File: config.mk
export PLATFORM = sky130hd
export DESIGN_NAME = mips_cpu_mem_access_unit_flat
export DESIGN_NICKNAME = d
export VERILOG_FILES = /design/src/rtl/mips_cpu_mem_access_unit_pkg.sv /design/src/rtl/mips_cpu_mem_access_unit_if.sv /design/src/rtl/mips_cpu_mem_access_unit_load_extract.sv /design/src/rtl/mips_cpu_mem_access_unit.sv /design/src/flat_wrapper.sv
export SDC_FILE = /design/constraint.sdc
export NUM_CORES = 1
export LEC_CHECK = 0
export ABC_AREA = 1
export CAP_MARGIN = 20
export CELL_PAD_IN_SITES_DETAIL_PLACEMENT = 0
export CELL_PAD_IN_SITES_GLOBAL_PLACEMENT = 2
export CORE_UTILIZATION = 29
export CTS_CLUSTER_DIAMETER = 40
export DETAILED_ROUTE_END_ITERATION = 6
export PLACE_DENSITY = 0.88
export SLEW_MARGIN = 20
export SYNTH_ARGS = -nofsm -noshare
export SYNTH_HDL_FRONTEND = slang
export SYNTH_SLANG_ARGS = --single-unit
File: constraint.sdc
create_clock -name clk -period 5.4 [get_ports clk]
set_clock_uncertainty 0.2 [all_clocks]
set_input_delay 1.08 -clock clk [delete_from_list [all_inputs] [get_ports clk]]
set_output_delay 1.08 -clock clk [all_outputs]
set_load 0.01 [all_outputs]
File: src/rtl/mips_cpu_mem_access_unit_pkg.sv
// Shared types and lane helpers for the load/store bus bridge.
// Op encodings match the CPU load/store stage.
package mips_cpu_mem_pkg;

   typedef enum logic [2:0] {
      OP_LB  = 3'd0,
      OP_LBU = 3'd1,
      OP_LH  = 3'd2,
      OP_LHU = 3'd3,
      OP_LW  = 3'd4,
      OP_SB  = 3'd5,
      OP_SH  = 3'd6,
      OP_SW  = 3'd7
   } mem_op_t;

   typedef enum logic [1:0] {
      S_IDLE = 2'd0,
      S_BUS  = 2'd1,
      S_DONE = 2'd2
   } state_t;

   function automatic logic is_store(mem_op_t op);
      return op inside {OP_SB, OP_SH, OP_SW};
   endfunction

   function automatic logic is_aligned(mem_op_t op, logic [1:0] off);
      logic ok;
      unique case (op)
         OP_LH, OP_LHU, OP_SH: ok = ~off[0];
         OP_LW, OP_SW:         ok = (off == 2'b00);
         default:              ok = 1'b1;
      endcase
      return ok;
   endfunction

   function automatic logic [3:0] byteenable_for(mem_op_t op, logic [1:0] off);
      logic [3:0] be;
      unique case (op)
         OP_LB, OP_LBU, OP_SB: be = 4'b0001 << off;
         OP_LH, OP_LHU, OP_SH: be = off[1] ? 4'b1100 : 4'b0011;
         default:              be = 4'b1111;
      endcase
      return be;
   endfunction

   function automatic logic [31:0] writedata_for(mem_op_t op, logic [31:0] wd);
      logic [31:0] d;
      unique case (op)
         OP_SB:   d = {4{wd[7:0]}};
         OP_SH:   d = {2{wd[15:0]}};
         default: d = wd;
      endcase
      return d;
   endfunction

endpackage

File: src/rtl/mips_cpu_mem_access_unit_if.sv
// CPU-side request/response bundle and Avalon-MM master bundle.
// master = initiator of the transfer, slave = responder.
interface mips_cpu_mem_req_if;
   import mips_cpu_mem_pkg::*;

   logic        req_valid;
   logic        req_ready;
   mem_op_t     req_op;
   logic [31:0] req_addr;
   logic [31:0] req_wdata;
   logic        resp_valid;
   logic [31:0] resp_rdata;
   logic        resp_error;

   modport master (
      output req_valid, req_op, req_addr, req_wdata,
      input  req_ready, resp_valid, resp_rdata, resp_error
   );

   modport slave (
      input  req_valid, req_op, req_addr, req_wdata,
      output req_ready, resp_valid, resp_rdata, resp_error
   );
endinterface

interface mips_cpu_avm_if;
   logic [31:0] avm_address;
   logic [3:0]  avm_byteenable;
   logic        avm_read;
   logic        avm_write;
   logic [31:0] avm_writedata;
   logic        avm_waitrequest;
   logic [31:0] avm_readdata;

   modport master (
      output avm_address, avm_byteenable, avm_read, avm_write, avm_writedata,
      input  avm_waitrequest, avm_readdata
   );

   modport slave (
      input  avm_address, avm_byteenable, avm_read, avm_write, avm_writedata,
      output avm_waitrequest, avm_readdata
   );
endinterface

File: src/rtl/mips_cpu_mem_access_unit_load_extract.sv
// Picks the addressed lane out of a read word and extends it.
// Store ops yield zero so the response bus stays clean.
module mips_cpu_load_extract
   import mips_cpu_mem_pkg::*;
(
   input  mem_op_t     op,
   input  logic [1:0]  offset,
   input  logic [31:0] readdata,
   output logic [31:0] resp_rdata
);

   logic [7:0]  b;
   logic [15:0] h;

   always_comb begin
      b          = readdata[{offset, 3'b000} +: 8];
      h          = offset[1] ? readdata[31:16] : readdata[15:0];
      resp_rdata = '0;
      unique case (op)
         OP_LB:   resp_rdata = {{24{b[7]}}, b};
         OP_LBU:  resp_rdata = {24'h0, b};
         OP_LH:   resp_rdata = {{16{h[15]}}, h};
         OP_LHU:  resp_rdata = {16'h0, h};
         OP_LW:   resp_rdata = readdata;
         default: resp_rdata = '0;
      endcase
   end

endmodule

File: src/rtl/mips_cpu_mem_access_unit.sv
// Single-outstanding Avalon-MM master for CPU byte/half/word loads and stores.
// All outputs are registered; misaligned requests never reach the bus.
module mips_cpu_mem_access_unit
   import mips_cpu_mem_pkg::*;
#(
   parameter int unsigned TIMEOUT_CYCLES = 1024
) (
   input logic               clk,
   input logic               reset_n,
   mips_cpu_mem_req_if.slave req,
   mips_cpu_avm_if.master    avm
);

   localparam logic        TO_EN   = (TIMEOUT_CYCLES != 0);
   localparam logic [31:0] TO_LAST = TIMEOUT_CYCLES - 1;

   state_t      state_q, state_d;
   mem_op_t     op_q, op_d;
   logic [1:0]  off_q, off_d;
   logic [31:0] cnt_q, cnt_d;
   logic        ready_q, ready_d;
   logic        rvalid_q, rvalid_d;
   logic [31:0] rdata_q, rdata_d;
   logic        rerr_q, rerr_d;
   logic [31:0] addr_q, addr_d;
   logic [3:0]  be_q, be_d;
   logic [31:0] wdata_q, wdata_d;
   logic        rd_q, rd_d;
   logic        wr_q, wr_d;
   logic [31:0] ext_data;

   mips_cpu_load_extract u_extract (
      .op         (op_q),
      .offset     (off_q),
      .readdata   (avm.avm_readdata),
      .resp_rdata (ext_data)
   );

   always_ff @(posedge clk or negedge reset_n) begin
      if (!reset_n) begin
         state_q  <= S_IDLE;
         op_q     <= OP_LB;
         off_q    <= '0;
         cnt_q    <= '0;
         ready_q  <= 1'b1;
         rvalid_q <= 1'b0;
         rdata_q  <= '0;
         rerr_q   <= 1'b0;
         addr_q   <= '0;
         be_q     <= '0;
         wdata_q  <= '0;
         rd_q     <= 1'b0;
         wr_q     <= 1'b0;
      end else begin
         state_q  <= state_d;
         op_q     <= op_d;
         off_q    <= off_d;
         cnt_q    <= cnt_d;
         ready_q  <= ready_d;
         rvalid_q <= rvalid_d;
         rdata_q  <= rdata_d;
         rerr_q   <= rerr_d;
         addr_q   <= addr_d;
         be_q     <= be_d;
         wdata_q  <= wdata_d;
         rd_q     <= rd_d;
         wr_q     <= wr_d;
      end
   end

   always_comb begin
      state_d  = state_q;
      op_d     = op_q;
      off_d    = off_q;
      cnt_d    = cnt_q;
      ready_d  = ready_q;
      rvalid_d = 1'b0;
      rdata_d  = '0;
      rerr_d   = 1'b0;
      addr_d   = addr_q;
      be_d     = be_q;
      wdata_d  = wdata_q;
      rd_d     = rd_q;
      wr_d     = wr_q;
      unique case (state_q)
         S_IDLE: begin
            ready_d = 1'b1;
            if (req.req_valid) begin
               op_d    = req.req_op;
               off_d   = req.req_addr[1:0];
               ready_d = 1'b0;
               if (is_aligned(req.req_op, req.req_addr[1:0])) begin
                  state_d = S_BUS;
                  addr_d  = {req.req_addr[31:2], 2'b00};
                  be_d    = byteenable_for(req.req_op, req.req_addr[1:0]);
                  wdata_d = writedata_for(req.req_op, req.req_wdata);
                  rd_d    = ~is_store(req.req_op);
                  wr_d    = is_store(req.req_op);
                  cnt_d   = '0;
               end else begin
                  state_d  = S_DONE;
                  rvalid_d = 1'b1;
                  rerr_d   = 1'b1;
               end
            end
         end
         S_BUS: begin
            if (!avm.avm_waitrequest) begin
               state_d  = S_DONE;
               rd_d     = 1'b0;
               wr_d     = 1'b0;
               rvalid_d = 1'b1;
               rdata_d  = ext_data;
            end else if (TO_EN && cnt_q == TO_LAST) begin
               // Give up on a stuck slave; the strobe drops with the error.
               state_d  = S_DONE;
               rd_d     = 1'b0;
               wr_d     = 1'b0;
               rvalid_d = 1'b1;
               rerr_d   = 1'b1;
            end else begin
               cnt_d = cnt_q + 32'd1;
            end
         end
         S_DONE: begin
            state_d = S_IDLE;
            ready_d = 1'b1;
         end
         default: begin
            state_d = S_IDLE;
            ready_d = 1'b1;
            rd_d    = 1'b0;
            wr_d    = 1'b0;
         end
      endcase
   end

   assign req.req_ready      = ready_q;
   assign req.resp_valid     = rvalid_q;
   assign req.resp_rdata     = rdata_q;
   assign req.resp_error     = rerr_q;
   assign avm.avm_address    = addr_q;
   assign avm.avm_byteenable = be_q;
   assign avm.avm_writedata  = wdata_q;
   assign avm.avm_read       = rd_q;
   assign avm.avm_write      = wr_q;

endmodule

File: src/flat_wrapper.sv
// flat-port wrapper written by rule: the top's interface ports become plain ports
module mips_cpu_mem_access_unit_flat import mips_cpu_mem_pkg::*;
#(
   parameter int unsigned TIMEOUT_CYCLES = 1024
)
  (clk, reset_n, req_req_valid, req_req_op, req_req_addr, req_req_wdata, req_req_ready, req_resp_valid, req_resp_rdata, req_resp_error, avm_avm_address, avm_avm_byteenable, avm_avm_read, avm_avm_write, avm_avm_writedata, avm_avm_waitrequest, avm_avm_readdata);
  mips_cpu_mem_req_if req_i ();
  mips_cpu_avm_if avm_i ();
  input logic clk;
  input logic reset_n;
  input wire logic [$bits(req_i.req_valid)-1:0] req_req_valid;
  input wire logic [$bits(req_i.req_op)-1:0] req_req_op;
  input wire logic [$bits(req_i.req_addr)-1:0] req_req_addr;
  input wire logic [$bits(req_i.req_wdata)-1:0] req_req_wdata;
  output wire logic [$bits(req_i.req_ready)-1:0] req_req_ready;
  output wire logic [$bits(req_i.resp_valid)-1:0] req_resp_valid;
  output wire logic [$bits(req_i.resp_rdata)-1:0] req_resp_rdata;
  output wire logic [$bits(req_i.resp_error)-1:0] req_resp_error;
  output wire logic [$bits(avm_i.avm_address)-1:0] avm_avm_address;
  output wire logic [$bits(avm_i.avm_byteenable)-1:0] avm_avm_byteenable;
  output wire logic [$bits(avm_i.avm_read)-1:0] avm_avm_read;
  output wire logic [$bits(avm_i.avm_write)-1:0] avm_avm_write;
  output wire logic [$bits(avm_i.avm_writedata)-1:0] avm_avm_writedata;
  input wire logic [$bits(avm_i.avm_waitrequest)-1:0] avm_avm_waitrequest;
  input wire logic [$bits(avm_i.avm_readdata)-1:0] avm_avm_readdata;
  assign req_i.req_valid = req_req_valid;
  assign req_i.req_op = req_req_op;
  assign req_i.req_addr = req_req_addr;
  assign req_i.req_wdata = req_req_wdata;
  assign req_req_ready = req_i.req_ready;
  assign req_resp_valid = req_i.resp_valid;
  assign req_resp_rdata = req_i.resp_rdata;
  assign req_resp_error = req_i.resp_error;
  assign avm_avm_address = avm_i.avm_address;
  assign avm_avm_byteenable = avm_i.avm_byteenable;
  assign avm_avm_read = avm_i.avm_read;
  assign avm_avm_write = avm_i.avm_write;
  assign avm_avm_writedata = avm_i.avm_writedata;
  assign avm_i.avm_waitrequest = avm_avm_waitrequest;
  assign avm_i.avm_readdata = avm_avm_readdata;
  mips_cpu_mem_access_unit #(.TIMEOUT_CYCLES(TIMEOUT_CYCLES)) u_core (.clk(clk), .reset_n(reset_n), .req(req_i), .avm(avm_i));
endmodule
== Word level (Yosys, flattened, before mapping) ==
Cells that the tools add are included.
Operators by class
  add/subtract/negate cells: 1
  eq/ne operators: 19
  shifts and indexed selects: 2
  mux-type cells: 37
  bitwise logic cells: 3
  reduce and logical (&&, ||, !) cells: 14
Operators by type and width (count)
  $mux W32: 6
  $pmux W32 S5: 1
  $pmux W32 S2: 2
  $add A32 B1 Y32 const B: 1
  $eq A32 B10 Y1 const B: 1
  $shiftx A32 B6 Y8: 1
  $mux W16: 1
  $eq A3 B3 Y1 const B: 5
  $mux W1: 14
  $eq A3 B2 Y1 const B: 4
  $mux W2: 4
  $pmux W1 S2: 4
  $pmux W4 S2: 1
  $eq A3 B1 Y1 const B: 2
  $logic_not A3 Y1: 2
  $ne A2 B2 Y1 const B: 3
  $pmux W1 S3: 2
  $reduce_or A3 Y1: 2
  $reduce_and A5 Y1: 1
  $logic_not A2 Y1: 2
  $mux W4: 1
  $pmux W2 S2: 1
  $reduce_and A2 Y1: 2
  $reduce_and A4 Y1: 1
  10 further kinds: 12
Word-level totals
  register bits: 142
  word-level logic and storage cells: 89

== Depth between registers and ports, before layout ==
  word-level depth: 8
  depth in mapped cells: 11
  depth with buffers taken out: 11

== By module ==
Synthesis repeated with hierarchy kept, for this count alone.
Unflattened totals
  cell total of the unflattened synthesis: 1080
  area total of the unflattened synthesis: 7728.7 um^2
Modules (own cells, without submodules)
  mips_cpu_mem_access_unit: instances 1, cells each 877, area each 6811.5 um^2, seq. area each 3554.7 um^2
  mips_cpu_load_extract: instances 1, cells each 203, area each 917.1 um^2, seq. area each 0.0 um^2

== Least setup slack after synthesis ==
No wires, ideal clock.
  path kind: input -> register
  from: input req_req_op[2]
  to: register u_core.wdata_q[24], in the netlist u_core.avm.avm_writedata[24]
  setup time: 134 ps
  arrival time: 2075 ps
  required time: 5066 ps
  setup slack: 2991 ps
  stages: 9
  path buffers: 3
  cells stage by stage: buf_2 nand2_1 nand2_1 nand3_1 nand3_2 buf_6 buf_4 nand2_1 o21ai_0
On the way
  word-level cells in the longest chain between the ends: 6
RTL lines
  start, declared: RTL line flat_wrapper.sv:12  | input wire logic [$bits(req_i.req_op)-1:0] req_req_op;
  $eq A3 B2 Y1, or another cell as far along: RTL line mips_cpu_mem_access_unit_pkg.sv:28  | unique case (op)
  $reduce_or A3 Y1 or $reduce_or A2 Y1 (tied branches): RTL line mips_cpu_mem_access_unit_pkg.sv:28
  $pmux W1 S2: RTL line mips_cpu_mem_access_unit_pkg.sv:28
  $mux W1: RTL line mips_cpu_mem_access_unit.sv:88  | if (req.req_valid) begin
  $mux W1: RTL line mips_cpu_mem_access_unit.sv:85  | unique case (state_q)
  $reduce_and A3 Y1 (no line)
  end signal, assigned: RTL line mips_cpu_mem_access_unit.sv:65  | wdata_q <= wdata_d;
  end, declared: RTL line mips_cpu_mem_access_unit.sv:27  | logic [31:0] wdata_q, wdata_d;
Parallel ways exist; a longest one is shown, timed or not. The select of a mux whose other input is x is not followed.
A chain may end at the register's enable or synchronous reset.

== Worst setup path in the final report ==
  from: input req_req_op[2]
  to: register u_core.cnt_q[17]
On the way
  word-level cells in the longest chain between the ends: 7
RTL lines
  $eq A3 B2 Y1 or $eq A3 B3 Y1 (tied branches): RTL line mips_cpu_mem_access_unit_pkg.sv:28
  $reduce_or A3 Y1 or $reduce_or A2 Y1 (tied branches): RTL line mips_cpu_mem_access_unit_pkg.sv:28
  $pmux W1 S2 *: RTL line mips_cpu_mem_access_unit_pkg.sv:28
  $mux W1 *: RTL line mips_cpu_mem_access_unit.sv:88
  $mux W1 *: RTL line mips_cpu_mem_access_unit.sv:85
  $ne A2 B1 Y1 (no line) *
  $reduce_and A5 Y1 (no line) *
  end signal, assigned: RTL line mips_cpu_mem_access_unit.sv:58  | cnt_q <= cnt_d;
  end, declared: RTL line mips_cpu_mem_access_unit.sv:20  | logic [31:0] cnt_q, cnt_d;
Every way passes the cells marked *; elsewhere a longest branch is shown, timed or not. The select of a mux whose other input is x is not followed.

==> impl_metrics.yaml <==
synth:
  synth_edf_count: 0
  async_reset_ff_share_pct: 100
  synth-compound-area-share_pct: 10.1
  avgSynthCellArea_um2: 7.44
  synth_top_family_by_area: "simple AND/OR/NAND/NOR gates"
  synthDominantCellAreaShare_pct: 48.2
  synth.area.top_cells: "sky130_fd_sc_hd__dfrtp_1, sky130_fd_sc_hd__nand2_1, sky130_fd_sc_hd__nor2_1"
  mux_contribution_to_synthesized_area_pct: 0
  yosysUniqueCellTypes: 37
  yosys_register_bits: 142
  synthSimpleGateAreaFrac_pct: 31.9
  synth_top_cell_by_area: "sky130_fd_sc_hd__dfrtp_1"
  synth_xor_xnor_area_share_pct: 1.44
  synth.cell_area_um2: 7320
  yosys_most_used_dff: "sky130_fd_sc_hd__dfrtp_1"
  yosys.area_share.adder_pct: 0.171
  yosysWarnings: 0
  yosysSeqAreaShare_pct: 48.6
  post_synth_inst_count: 983
critical_path:
  timing.setup.critical_path_class: "input pin to flip-flop"
  path_buf_inv: 2
  critical_path_maximum_fanout: 48
  cpMostUsedCell: "sky130_fd_sc_hd__nand2_1"
  timing.critical_path.cells: "clkdlybuf4s50_1 -> nand2_1 -> nand2_1 -> nand3_1 -> nand3_4 -> buf_4 -> nand2_4 -> nand2_1 -> nand2_1"
  worstSetupEndpointType: "flip-flop"
  timing.critical_path.required_ns: 5.51
  worst_path_dominant_cell_family: "buffers and inverters"
  cp-startpoint: "req_req_op[2]"
  worstPathArrival_ns: 3.27
  reg2reg_from: "u_core.cnt_q[0]"
  timing.critical_path.slowest_stage_cell: "sky130_fd_sc_hd__clkdlybuf4s50_1"
  timing.critical_path.slowest_cell_delay_ns: 0.62
  critical_path_source_type: "input pin"
finish:
  fillerInstances: 2598
  diodes: 0
  layout.cells.non_filler: 1509
  nNetsFinal: 1276
  area_growth_syn_to_layout_pct: 38.9
  drive_above_1_share_pct: 5.40
  most-common-layout-cells: "sky130_fd_sc_hd__nand2_1, sky130_fd_sc_hd__clkdlybuf4s50_1, sky130_fd_sc_hd__dfrtp_1"
  mostFrequentLayoutCell: "sky130_fd_sc_hd__nand2_1"
global_route:
  globalRouteOverflowTotal: 0
  grt_first_pass_wirelength_um: 37100
  grt_start_max_net_pins: 86
  antenna_found_initial: 0
  grt_util_overall_pct: 18.3
  grt_pass1_vias: 6748
floorplan:
  height_of_the_chip_um: 161
  row_count: 57
  die_area_um2: 25900
  io_pins: 208
  core_area_um2: 24500
  initial_core_utilization_pct: 29.8
  die-width_um: 161
cts:
  post-cts-setup-buffer-count: 0
  clkSlewWorstSetupHoldPaths_ns: 0.06
  clockRootBuffer: "sky130_fd_sc_hd__clkbuf_16"
  worst_skew_pair.late_latency_ns: 0.43
  cts_max_path_buffers: 2
  cts_num_sinks: 142
  cts_hold_repair.buffers: 0
  cts_made_buffers: 17
  clock_tree.htree_level_count: 4
  post_cts_resized: 0
  cts_tree: "built"
power:
  power_leakage_nw: 4.67
  peakVddDrop_mv: 0.190
  power_density_of_the_placed_cells_nw_per_um2: 394
sta:
  total_setup_violations_reported_at_the_end_of_the_flow: 0
  final-max-slew-violation-count: 0
  worst_setup_slack_final_ns: 2.24
  final.period_utilization_pct: 58.5
  timing.slew.headroom_pct: 48.2
  final.hold.worst_slack_ns: 0.273
  finalHoldViolations: 0
  period_minus_slack_ns: 3.16
  grt_setup_unrepaired: "no"
  clock.fmax_mhz: 317
  tns_ns: 0
  max_slew.worst_pin.slew_ns: 0.777
worst_hold_path:
  holdCritStartpoint: "u_core.avm.avm_write"
  timing.hold.worst.class: "flip-flop to flip-flop"
placed_design:
  dpl.cell_count: 1476
  place_congestion: 0.847
  place.port_buffers: 205
  placement.setup.worst_slack_ns: 1.78
  dp.final_hpwl_um: 16400
detailed_routing:
  drt-total-wl_um: 23100
  via_per_inst: 4.58
  drt-pass1-iter-count: 4
  remaining_drc_errors: 0
  dr_total_vias: 6906
  post_drt_wl_per_cell_um: 15.3
  drt.antenna.violating_nets: 0
  initialDrtViolationCount: 340
run:
  timing.max_cap.violations: 0
status:
  status: "complete, no violations"
==> state kept, by name, summed over array words and instances (netlist names), 2 cells and up <==
register,cells
u_core.avm.avm_byteenable,4
u_core.state_q,2
u_core.avm.avm_address,30
u_core.cnt_q,32
u_core.off_q,2
u_core.req.resp_rdata,32
u_core.op_q,3
u_core.avm.avm_writedata,32
==> through the flow <==
stage	area [um2]	power, mW	utilization [%]
floorplan	7320	2.12	-
global placement	9570	2.87	39.0
detailed placement	9570	2.88	39.0
CTS	10100	4.04	41.3
global route	10200	4.24	41.4
finish	10200	4.00	41.4
==> worst register-to-register path: stages (launching register included) <==
cell	delay, ns
sky130_fd_sc_hd__dfrtp_1	0.49
sky130_fd_sc_hd__ha_1	0.38
sky130_fd_sc_hd__inv_2	0.11
sky130_fd_sc_hd__nor2_8	0.16
sky130_fd_sc_hd__nand2_4	0.11
sky130_fd_sc_hd__nor2_4	0.16
sky130_fd_sc_hd__nand2_4	0.09
sky130_fd_sc_hd__nand2_8	0.23
sky130_fd_sc_hd__nand2_4	0.30
sky130_fd_sc_hd__nand2_1	0.19
sky130_fd_sc_hd__nand2_1	0.06
==> path summary, 6_finish.rpt <==
kind / endpoint / slack, ns / cells past startpoint
min: u_core.avm.avm_write / 0.27 / 2
max: u_core.cnt_q[17] / 2.24 / 9
max reg2reg: u_core.cnt_q[17] / 2.81 / 10
min reg2reg: u_core.avm.avm_write / 0.27 / 2
max in group asynchronous: u_core.req.req_ready / 3.58 / 2
min in group asynchronous: u_core.avm.avm_address[29] / 0.41 / 1
==> cell usage after synthesis (all sizes together), types with 3 or more instances <==
cell type,count
a21oi,27
o21ai,65
nor3,3
xor2,11
o22ai,14
nand3,56
buf,31
nand4,3
dfrtp,141
clkbuf,12
inv,81
nor2,116
nand2,388
a31oi,21
a221oi,5
==> cells by family after synthesis <==
logic type,count (synthesis)
AOI/OAI and AO/OA,133
xor gates and xnor gates,12
adders and majority gates,1
buffers and inverters,124
DFF,142
other,1
and+or+nand+nor,570
==> per-layer routing <==
| metal | up-vias | track usage [%] | part of all wire [%] |
|---|---|---|---|
| li1 | 3491 | - | - |
| met1 | 3242 | 24.9 | 47 |
| met2 | 148 | 29.2 | 47 |
| met3 | 25 | 4.03 | 4.4 |
| met4 | 0 | 5.23 | 1.7 |
| met5 | - | 0 | 0 |
==> area by class of cell <==
cell class / instances / area (um2) / share of cell area, %
inverter: 81 / 304 / 2.99
multi-input combinational: 718 / 3210 / 31.6
tap: 324 / 405 / 3.99
clock inverter: 15 / 139 / 1.37
sequential: 142 / 3550 / 35.0
timing repair buffer: 212 / 2130 / 20.9
clock buffer: 17 / 425 / 4.19
==> where the power goes <==
part | switching (mW) | internal, mW | total [mW]
logic | 0.716 | 0.651 | 1.37
clock network | 0.540 | 0.612 | 1.15
registers | 0.162 | 1.32 | 1.48
total | 1.42 | 2.58 | 4.00
No activity file was read; power rests on OpenSTA's default activity.
==> variant: new RTL, config.mk and constraints unchanged <==
`rdata_q` no longer has a reset.
--- a/src/rtl/mips_cpu_mem_access_unit.sv
+++ b/src/rtl/mips_cpu_mem_access_unit.sv
@@ -44,7 +44,6 @@
          cnt_q    <= '0;
          ready_q  <= 1'b1;
          rvalid_q <= 1'b0;
-         rdata_q  <= '0;
          rerr_q   <= 1'b0;
          addr_q   <= '0;
          be_q     <= '0;
@@ -58,7 +57,6 @@
          cnt_q    <= cnt_d;
          ready_q  <= ready_d;
          rvalid_q <= rvalid_d;
-         rdata_q  <= rdata_d;
          rerr_q   <= rerr_d;
          addr_q   <= addr_d;
          be_q     <= be_d;
@@ -66,6 +64,10 @@
          rd_q     <= rd_d;
          wr_q     <= wr_d;
       end
+   end
+
+   always_ff @(posedge clk) begin
+      rdata_q <= rdata_d;
    end
 
    always_comb begin
Function: differs if reset_n is asserted again (counterexample within 4 cycles, from zero or initial values and one cycle with reset_n low); with reset_n held inactive, the same outputs for 4 cycles.
==> variant against the original RTL <==
- sequential share of layout area fell by 0.97 points
- worst setup slack got worse by 200 ps
- sequential cell count did not move
- synthesized area fell by 1.9%
- count of clock-buffer cells in the layout rose by 1
- design area fell by 1.8%
- wire length fell by 5.9%
- sequential power barely moved
- power rose by 0.95%
- critical endpoint is now u_core.cnt_q[19]$_DFFE_PN0P_
==> variant: results (changes against the original RTL) <==
The run finished with clean final reports. The critical path's largest stage delay came out at 670 ps (+50 ps). The fraction of power spent switching nets is 33.93% (-1.5 points). The highest fanout seen on the critical path is 91 (+90%). The global routing usage on met3 was 6.616% (+2.6 points). The depth of the worst register-to-register path is 5 (-5).

The final-layout worst hold slack is 279.6 ps (+6.785 ps). The share of final-layout standard cells stronger than drive strength 1 is 5.339% (-0.062 points). In this run the worst setup path terminates at u_core.cnt_q[19]$_DFFE_PN0P_. The pre-CTS setup slack came to 1574 ps (-207.9 ps). The first-pass GRT wire length came out at 35,730 um (-3.7%). Among all stages on the critical path, the largest delay is contributed by buf_4. The half-perimeter wire length after detailed placement came to 15,630 um (-4.6%).

The wire length the detailed router placed on met1 came out at 9779 um (-9.3%). The arrival time at the worst endpoint is 3460 ps (+190 ps). The xor and xnor area share after synthesis came out at 1.587% (+0.15 points). The average detailed-routed wire length per instance was 14.45 um (-5.5%). The number of standard cells after synthesis was 980 (-0.31%). The maximum number of pins on one net before global-route repair came to 92 (+7.0%). The number of placed instances, taps included is 1,472 (-0.27%). The met2 wire length came to 9952 um (-8.7%). The worst max-slew margin expressed relative to the limit came to 36.06% (-12 points). The share of the synthesized area in compound gates (AO/OA/AOI/OAI) is 11.32% (+1.3 points).

The via count is 6,619 (-4.2%). The count of filler cells inserted in the layout is 2,595 (-0.12%). The combined global-route utilization of all metal layers came out at 17.78% (-0.54 points). The reg-to-reg critical path endpoint is u_core.req.resp_rdata[13]$_SDFF_PN0_.
[variant: changes by cell type in the layout (fill, tap and decap cells not counted), moves of 7 or more]
cell / change
nand2_1: -34
xnor2_1: +8
o21ai_1: +11
xor2_1: -7
a31oi_1: -21
a21oi_1: +37
dfrtp_1: -32
dfxtp_1: +32
[variant: final cells by class]
class	instances	area [sq um]	share of cell area (%)
Timing Repair Buffer	211	2095	20.98
Clock inverter	14	157.7	1.579
Sequential cell	142	3395	34.01
Clock buffer	18	429.2	4.299
Tap cell	324	405.4	4.061
Inverter	85	319.1	3.196
Multi-Input combinational cell	710	3182	31.88
[variant: power groups by stage]
stage                     clock network, W  logic (W)  registers (W)
after floorplan                          0   0.000562        0.00159
after global placement                   0    0.00138        0.00149
after detailed placement                 0    0.00138        0.00150
after CTS                          0.00122    0.00138        0.00149
after global routing               0.00127    0.00152        0.00152
final                              0.00120    0.00136        0.00148
